File: src/rtl/video2ram_pkg.sv
// Shared constants and types for the Dreamcast capture side of the line buffer.
// Geometry defaults and RAM sizing must stay identical to the HDMI read side.
package video2ram_pkg;

  localparam int DEF_RAM_ADDRESS_BITS    = 14;
  localparam int DEF_BUFFER_SIZE         = 16;
  localparam int DEF_H_ACTIVE            = 640;
  localparam int DEF_V_ACTIVE            = 480;
  localparam int DEF_H_CAPTURE_START     = 96;
  localparam int DEF_V_CAPTURE_START     = 35;
  localparam int DEF_TRIGGER_LINE        = 2;

  // Fewer lines than this per vsync period means 240p/480i, so the read side doubles lines.
  localparam logic [10:0] LINE_DOUBLE_THRESHOLD = 11'd300;
  localparam logic [10:0] COUNT_MAX             = 11'h7ff;

  typedef enum logic [1:0] {
    WAIT_VSYNC = 2'd0,
    ALIGN      = 2'd1,
    CAPTURE    = 2'd2
  } capture_state_t;

  function automatic logic [10:0] sat_inc(input logic [10:0] v);
    return (v == COUNT_MAX) ? v : v + 11'd1;
  endfunction

endpackage

File: src/rtl/video2ram_if.sv
// Write port of the dual-port line-buffer RAM: the capture side drives it, the RAM consumes it.
interface video2ram_if
  import video2ram_pkg::*;
#(
  parameter int ADDR_BITS = DEF_RAM_ADDRESS_BITS
);
  logic [ADDR_BITS-1:0] wraddr;
  logic [23:0]          wrdata;
  logic                 wren;

  modport master (output wraddr, output wrdata, output wren);
  modport slave  (input  wraddr, input  wrdata, input  wren);
endinterface

File: src/rtl/video2ram_geometry_detect.sv
// Counts lines between vsync falling edges and derives the line_doubler/add_line mode flags.
// The first vsync after reset only arms the counter, so a partial period never sets a mode.
module video_geometry_detect
  import video2ram_pkg::*;
(
  input  logic clock,
  input  logic reset,
  input  logic vs_fall_i,
  input  logic hs_fall_i,
  output logic line_doubler_o,
  output logic add_line_o,
  output logic mode_changed_o
);

  logic [10:0] cnt_q, cnt_d;
  logic [10:0] len_q, len_d;
  logic        valid_q, valid_d;
  logic        dbl_q, dbl_d;
  logic        add_q, add_d;
  logic [10:0] len_meas;

  always_ff @(posedge clock) begin
    if (!reset) begin
      cnt_q   <= '0;
      len_q   <= '0;
      valid_q <= 1'b0;
      dbl_q   <= 1'b0;
      add_q   <= 1'b0;
    end else begin
      cnt_q   <= cnt_d;
      len_q   <= len_d;
      valid_q <= valid_d;
      dbl_q   <= dbl_d;
      add_q   <= add_d;
    end
  end

  always_comb begin
    // An hsync coinciding with vsync closes the old period rather than opening the new one.
    len_meas = hs_fall_i ? sat_inc(cnt_q) : cnt_q;
    cnt_d    = len_meas;
    len_d    = len_q;
    valid_d  = valid_q;
    dbl_d    = dbl_q;
    add_d    = add_q;
    if (vs_fall_i) begin
      cnt_d   = '0;
      valid_d = 1'b1;
      if (valid_q) begin
        len_d = len_meas;
        dbl_d = (len_meas < LINE_DOUBLE_THRESHOLD);
        add_d = (len_meas == len_q + 11'd1) || (len_q == len_meas + 11'd1);
      end
    end
    mode_changed_o = (dbl_d != dbl_q) || (add_d != add_q);
  end

  assign line_doubler_o = dbl_q;
  assign add_line_o     = add_q;

endmodule

File: src/rtl/video2ram.sv
// Dreamcast 12-bit two-beat video capture: assembles 24-bit pixels and writes the visible
// window into the line-buffer ring, raising starttrigger once enough lines are stored.
module video2ram
  import video2ram_pkg::*;
#(
  parameter int RAM_ADDRESS_BITS = DEF_RAM_ADDRESS_BITS,
  parameter int H_ACTIVE         = DEF_H_ACTIVE,
  parameter int V_ACTIVE         = DEF_V_ACTIVE,
  parameter int H_CAPTURE_START  = DEF_H_CAPTURE_START,
  parameter int V_CAPTURE_START  = DEF_V_CAPTURE_START,
  parameter int BUFFER_SIZE      = DEF_BUFFER_SIZE,
  parameter int TRIGGER_LINE     = DEF_TRIGGER_LINE
)(
  input  logic        clock,
  input  logic        reset,
  input  logic [11:0] data,
  input  logic        hsync_n,
  input  logic        vsync_n,
  video2ram_if.master ram,
  output logic        starttrigger,
  output logic        line_doubler,
  output logic        add_line
);

  localparam logic [10:0] X_START  = 11'(H_CAPTURE_START);
  localparam logic [10:0] X_END    = 11'(H_CAPTURE_START + H_ACTIVE);
  localparam logic [10:0] Y_START  = 11'(V_CAPTURE_START);
  localparam logic [10:0] Y_END_P  = 11'(V_CAPTURE_START + V_ACTIVE);
  localparam logic [10:0] Y_END_I  = 11'(V_CAPTURE_START + V_ACTIVE / 2);
  localparam logic [10:0] CX_LAST  = 11'(H_ACTIVE - 1);
  localparam logic [10:0] CY_TRIG  = 11'(TRIGGER_LINE);
  localparam logic [10:0] RING     = 11'(BUFFER_SIZE);

  logic [11:0] data_r1_q;
  logic        hs_r1_q, hs_r2_q, vs_r1_q, vs_r2_q;

  capture_state_t              state_q, state_d;
  logic                        phase_q, phase_d;
  logic [11:0]                 beat0_q, beat0_d;
  logic [10:0]                 x_q, x_d, y_q, y_d;
  logic                        first_frame_q, first_frame_d;
  logic                        wren_q, wren_d;
  logic [RAM_ADDRESS_BITS-1:0] wraddr_q, wraddr_d;
  logic [23:0]                 wrdata_q, wrdata_d;
  logic                        trig_hit_q, trig_hit_d;
  logic                        starttrigger_q, starttrigger_d;

  logic        hs_fall, vs_fall, pix_done, in_window, mode_changed;
  logic [10:0] cx, cy, y_end;

  video_geometry_detect u_geometry (
    .clock          (clock),
    .reset          (reset),
    .vs_fall_i      (vs_fall),
    .hs_fall_i      (hs_fall),
    .line_doubler_o (line_doubler),
    .add_line_o     (add_line),
    .mode_changed_o (mode_changed)
  );

  // Syncs clear low so that releasing reset never manufactures a falling edge.
  always_ff @(posedge clock) begin
    if (!reset) begin
      data_r1_q      <= '0;
      hs_r1_q        <= 1'b0;
      hs_r2_q        <= 1'b0;
      vs_r1_q        <= 1'b0;
      vs_r2_q        <= 1'b0;
      state_q        <= WAIT_VSYNC;
      phase_q        <= 1'b0;
      beat0_q        <= '0;
      x_q            <= '0;
      y_q            <= '0;
      first_frame_q  <= 1'b0;
      wren_q         <= 1'b0;
      wraddr_q       <= '0;
      wrdata_q       <= '0;
      trig_hit_q     <= 1'b0;
      starttrigger_q <= 1'b0;
    end else begin
      data_r1_q      <= data;
      hs_r1_q        <= hsync_n;
      hs_r2_q        <= hs_r1_q;
      vs_r1_q        <= vsync_n;
      vs_r2_q        <= vs_r1_q;
      state_q        <= state_d;
      phase_q        <= phase_d;
      beat0_q        <= beat0_d;
      x_q            <= x_d;
      y_q            <= y_d;
      first_frame_q  <= first_frame_d;
      wren_q         <= wren_d;
      wraddr_q       <= wraddr_d;
      wrdata_q       <= wrdata_d;
      trig_hit_q     <= trig_hit_d;
      starttrigger_q <= starttrigger_d;
    end
  end

  always_comb begin
    hs_fall  = hs_r2_q & ~hs_r1_q;
    vs_fall  = vs_r2_q & ~vs_r1_q;
    // A beat-1 sample landing on the hsync edge belongs to no pixel of the new line.
    pix_done = phase_q & ~hs_fall;
    phase_d  = hs_fall ? 1'b0 : ~phase_q;
    beat0_d  = phase_q ? beat0_q : data_r1_q;

    x_d = x_q;
    if (hs_fall)       x_d = '0;
    else if (pix_done) x_d = sat_inc(x_q);

    y_d = y_q;
    if (vs_fall)      y_d = '0;
    else if (hs_fall) y_d = sat_inc(y_q);

    state_d       = state_q;
    first_frame_d = first_frame_q;
    case (state_q)
      WAIT_VSYNC: if (vs_fall) state_d = ALIGN;
      ALIGN: if (hs_fall) begin
        state_d       = CAPTURE;
        first_frame_d = 1'b1;
      end
      CAPTURE: if (vs_fall) first_frame_d = 1'b0;
      default: state_d = WAIT_VSYNC;
    endcase
    if (mode_changed) begin
      state_d       = WAIT_VSYNC;
      first_frame_d = 1'b0;
    end

    y_end     = line_doubler ? Y_END_I : Y_END_P;
    in_window = (x_q >= X_START) && (x_q < X_END) && (y_q >= Y_START) && (y_q < y_end);
    cx        = x_q - X_START;
    cy        = y_q - Y_START;

    wren_d   = pix_done && (state_q == CAPTURE) && in_window;
    wraddr_d = wraddr_q;
    wrdata_d = wrdata_q;
    if (wren_d) begin
      wraddr_d = RAM_ADDRESS_BITS'(32'(cy % RING) * 32'(H_ACTIVE) + 32'(cx));
      wrdata_d = {beat0_q, data_r1_q};
    end

    trig_hit_d     = wren_d && first_frame_q && (cx == CX_LAST) && (cy == CY_TRIG) && !mode_changed;
    starttrigger_d = mode_changed ? 1'b0 : (starttrigger_q | trig_hit_q);
  end

  assign ram.wren     = wren_q;
  assign ram.wraddr   = wraddr_q;
  assign ram.wrdata   = wrdata_q;
  assign starttrigger = starttrigger_q;

endmodule

File: src/flat_wrapper.sv
// flat-port wrapper written by rule: the top's interface ports become plain ports
module video2ram_flat import video2ram_pkg::*;
#(
  parameter int RAM_ADDRESS_BITS = DEF_RAM_ADDRESS_BITS,
  parameter int H_ACTIVE         = DEF_H_ACTIVE,
  parameter int V_ACTIVE         = DEF_V_ACTIVE,
  parameter int H_CAPTURE_START  = DEF_H_CAPTURE_START,
  parameter int V_CAPTURE_START  = DEF_V_CAPTURE_START,
  parameter int BUFFER_SIZE      = DEF_BUFFER_SIZE,
  parameter int TRIGGER_LINE     = DEF_TRIGGER_LINE
)
  (clock, reset, data, hsync_n, vsync_n, starttrigger, line_doubler, add_line, ram_wraddr, ram_wrdata, ram_wren);
  video2ram_if ram_i ();
  input  logic clock;
  input  logic reset;
  input  logic [11:0] data;
  input  logic hsync_n;
  input  logic vsync_n;
  output logic starttrigger;
  output logic line_doubler;
  output logic add_line;
  output wire logic [$bits(ram_i.wraddr)-1:0] ram_wraddr;
  output wire logic [$bits(ram_i.wrdata)-1:0] ram_wrdata;
  output wire logic [$bits(ram_i.wren)-1:0] ram_wren;
  assign ram_wraddr = ram_i.wraddr;
  assign ram_wrdata = ram_i.wrdata;
  assign ram_wren = ram_i.wren;
  video2ram #(.RAM_ADDRESS_BITS(RAM_ADDRESS_BITS), .H_ACTIVE(H_ACTIVE), .V_ACTIVE(V_ACTIVE), .H_CAPTURE_START(H_CAPTURE_START), .V_CAPTURE_START(V_CAPTURE_START), .BUFFER_SIZE(BUFFER_SIZE), .TRIGGER_LINE(TRIGGER_LINE)) u_core (.clock(clock), .reset(reset), .data(data), .hsync_n(hsync_n), .vsync_n(vsync_n), .ram(ram_i), .starttrigger(starttrigger), .line_doubler(line_doubler), .add_line(add_line));
endmodule
File: config.mk
export PLATFORM = sky130hd
export DESIGN_NAME = video2ram_flat
export DESIGN_NICKNAME = d
export VERILOG_FILES = /design/src/rtl/video2ram_pkg.sv /design/src/rtl/video2ram_if.sv /design/src/rtl/video2ram_geometry_detect.sv /design/src/rtl/video2ram.sv /design/src/flat_wrapper.sv
export SDC_FILE = /design/constraint.sdc
export NUM_CORES = 1
export LEC_CHECK = 0
export BUFFER_PORTS_ARGS = -buffer_cell sky130_fd_sc_hd__buf_2
export CORE_ASPECT_RATIO = 0.75
export CORE_UTILIZATION = 45
export DETAILED_ROUTE_END_ITERATION = 7
export PLACE_DENSITY = 0.64
export SLEW_MARGIN = 10
export SYNTH_ARGS = -nofsm -noshare
export SYNTH_HDL_FRONTEND = slang
export SYNTH_HIERARCHICAL = 1
export SYNTH_SLANG_ARGS = --single-unit
File: constraint.sdc
create_clock -name clock -period 4.4 [get_ports clock]
set_input_delay 0.44 -clock clock [delete_from_list [all_inputs] [get_ports clock]]
set_output_delay 0.44 -clock clock [all_outputs]
set_load 0.02 [all_outputs]
==> impl_metrics.toml <==
[outcome]
outcome = "finished with violations"
violations = "design-rule violations"

[sta]
finalCritPeriodShare = 0.937
slew_viol_final = 0
whs_ps = 225
layout_setup_ws_ps = 279
finalSetupViolations = 0
slew_headroom = 0.355
grt_setup_unrepaired = "no"
tightestPinTransition_ps = 967
fin_worst_skew_ps = 10.5
hold_violations = 0
finalSetupTns_ps = 0
min_period_ps = 4120
max_freq_ghz = 0.243

[global_route]
grt_usage = 0.222
grt_max_degree = 52
grt_pass1_wl_mm = 25.7
antenna_found_initial = 0
grt_overflow = 0
grt_pass1_vias = 5024

[critical_path]
worst_ep_required_time_ps = 4720
slowest_delay_ps = 490
critical_path_class = "reg -> reg"
crit_path_end_kind = "flip-flop"
path_delay_family = "compound AO/OA/AOI/OAI gates"
crit_chain = "ha_1 -> nand2_1 -> o31ai_4 -> mux2i_2 -> inv_1 -> ha_1 -> and4_2 -> a211oi_1 -> a211oi_1 -> o211a_1 -> a41o_1 -> xnor2_1 -> o21ai_1 -> nand2b_1 -> a21oi_1 -> nand4b_1 -> nor4b_2"
critPathMaxFanout = 9
start_kind = "flip-flop"
worstPathArrival_ps = 4440
slowest_stage = "dfxtp_1"
worst-path-buf-inv = 1

[synth]
avgSynthCellArea_um2 = 8.71
syn-instance-count = 720
syn-num-nets = 757
yosysWarnings = 6
yosysSeqAreaShare = 0.383
ys_ff_latch = 120
synth_ff_type = "dfxtp_1"
synth_edf_count = 0
synth_area_um2 = 6270
synthArstFlopShare = 0
synth_cell_types = 81

[die]
io_pins = 58
floorplan.rows = 36
fp.dieArea_um2 = 14400
die_x_um = 138
core_area_um2 = 13300
die_y_um = 104
start_util = 0.472

[route]
routed_wl_mm = 15.4
wire_per_inst_um = 16.3
vias = 5348
firstDrtPassIters = 7
drt.antenna.violating_nets = 0
vias_per_cell = 5.68
drtIter0Drc = 502
drc = 2

[hold_path]
holdCritPathClass = "in -> reg"

[clocking]
clock-sinks = 120
clk_latency_ps = 420
hold_buffers = 0
cts-buffers-inserted = 17
cts.clk_slew.worst_paths_ps = 60
cts_buffer_depth = 2
cts_max_level = 4
cts_tree = "yes"
ctsRootBufferMaster = "clkbuf_16"

[place]
dp_hpwl_mm = 10.8
gp_congestion = 0.950
dp_slack_ps = 158
portBuffers = 57

[finish]
drive_gt1_frac = 0.170
fillCellCount = 1196
layout.nets = 795
n_antenna_cell = 0
area_delta_synth_final_pct = 14.6
regArea_um2 = 2400
multiInputGateArea_um2 = 3560

[power]
switching_share = 0.252
pwr-share-clk = 0.519
p_leak_nw = 2.88
powerDensity_nw_per_um2 = 366
internal-power_mw = 1.97
switching_power_mw = 0.663
seqPwrFrac = 0.426
irDropWorstVdd_mv = 0.323
combPwrFrac = 0.055

[run]
max_cap_viol_count = 0
==> layout by cell type, fill, tap and decap left out, types with 4 or more instances in the layout <==
master     count
dfxtp_1      120
a21oi_1       61
buf_2         57
nand3_1       56
nor2_1        56
nand2_1       43
o21ai_0       38
and2_1        30
xnor2_1       30
xor2_1        23
ha_1          19
mux2i_1       18
clkbuf_16     17
inv_1         17
o21ai_1       14
nor3_1        11
nand4_1       10
buf_4         10
or3_1          9
inv_6          7
nand2b_1       7
a211oi_1       6
and4_1         5
o211ai_1       5
and3_1         5
o211a_1        5
o21a_1         4
mux2_2         4
==> power groups by stage <==
stage / clock network [mW] / registers (mW) / logic, mW
2_1_floorplan: 0 / 1.14 / 0.110
3_3_place_gp: 0 / 1.14 / 0.136
3_5_place_dp: 0 / 1.14 / 0.141
4_1_cts: 1.39 / 1.12 / 0.142
5_1_grt: 1.45 / 1.12 / 0.162
6_report: 1.37 / 1.12 / 0.144
==> metrics by stage <==
| stage | instance area (um2) | std cells | total power [mW] | util |
|---|---|---|---|---|
| final | 7190 | 942 | 2.63 | 0.541 |
| after global routing | 7190 | 942 | 2.73 | 0.541 |
| after CTS | 7160 | 941 | 2.65 | 0.539 |
| after detailed placement | 6580 | 909 | 1.28 | 0.495 |
| after global placement | 6580 | 909 | 1.28 | 0.495 |
| after floorplan | 6270 | 720 | 1.25 | - |
==> final timing paths <==
| path | slack (ps) | endpoint | depth (start not counted) | from |
|---|---|---|---|---|
| hold reg to reg | 460 | u_core/starttrigger | 2 | u_core/trig_hit_q |
| setup / recovery | 280 | u_core/trig_hit_q | 17 | u_core/u_geometry/cnt_q[0] |
| setup reg to reg | 280 | u_core/trig_hit_q | 17 | u_core/u_geometry/cnt_q[0] |
| hold / removal | 220 | u_core/data_r1_q[7] | 2 | data[7] |
==> metal layers <==
metal / part of all wire / GRT usage / routed length [um] / vias up
met5: 0 / 0 / 0 / -
met4: 0.011 / 0.0658 / 172 / 0
met3: 0.058 / 0.0520 / 899 / 11
met2: 0.43 / 0.323 / 6620 / 149
met1: 0.50 / 0.323 / 7700 / 2563
li1: - / - / - / 2625
==> cell usage after synthesis (4+ instances only) <==
master | n | area (um2)
mux2_2 | 4 | 45.0
o211ai_1 | 5 | 37.5
a21oi_1 | 61 | 305
nand2_1 | 43 | 161
o211a_1 | 5 | 50.1
o21a_1 | 4 | 30.0
and2_1 | 30 | 188
or3_1 | 9 | 56.3
and4_1 | 5 | 43.8
buf_2 | 6 | 30.0
xnor2_1 | 30 | 263
buf_4 | 4 | 30.0
nand2b_1 | 7 | 43.8
nor2_1 | 56 | 210
xor2_1 | 24 | 210
dfxtp_1 | 120 | 2400
buf_6 | 4 | 45.0
ha_1 | 19 | 238
nand4_1 | 10 | 62.6
mux2i_1 | 19 | 190
o21ai_0 | 38 | 190
clkbuf_1 | 29 | 109
o21ai_1 | 14 | 70.1
nand3_1 | 56 | 280
nor3_1 | 11 | 55.1
inv_1 | 17 | 63.8
a211oi_1 | 6 | 45.0
and3_1 | 5 | 31.3
==> registers in the layout (all words and copies together), names as in the netlist, 11 cells and up <==
| name | cells |
|---|---|
| u_core/beat0_q | 12 |
| u_core/data_r1_q | 12 |
| u_core/ram.wraddr | 14 |
| u_core/ram.wrdata | 24 |
| u_core/u_geometry/cnt_q | 11 |
| u_core/u_geometry/len_q | 11 |
| u_core/x_q | 11 |
| u_core/y_q | 11 |
==> layout make-up <==
type                    count  share of cell area
multi-input cells         534               0.496
flip-flops and latches    120               0.334
clock buffers              17              0.0592
repair buffers             67              0.0501
well taps                 171              0.0298
clock inverters            15              0.0214
inverters                  18             0.00940
==> cell families after synthesis <==
kind of cell	share of synthesized area
multiplexers	0.0397
buffers and inverters	0.0521
AND/OR/NAND/NOR	0.232
XOR/XNOR	0.0754
AO/OA/AOI/OAI	0.173
adder cells (fa/ha/maj)	0.0443
flip-flops	0.383
==> timing repair <==
item | 4_1_cts | 5_1_grt
setup endpoints to repair | 0 | 1
buffers inserted | 0 | 1
resized for setup | 0 | 3
endpoints found under the hold margin | 0 | 0
Note: power is estimated with default switching activity, not from simulation.
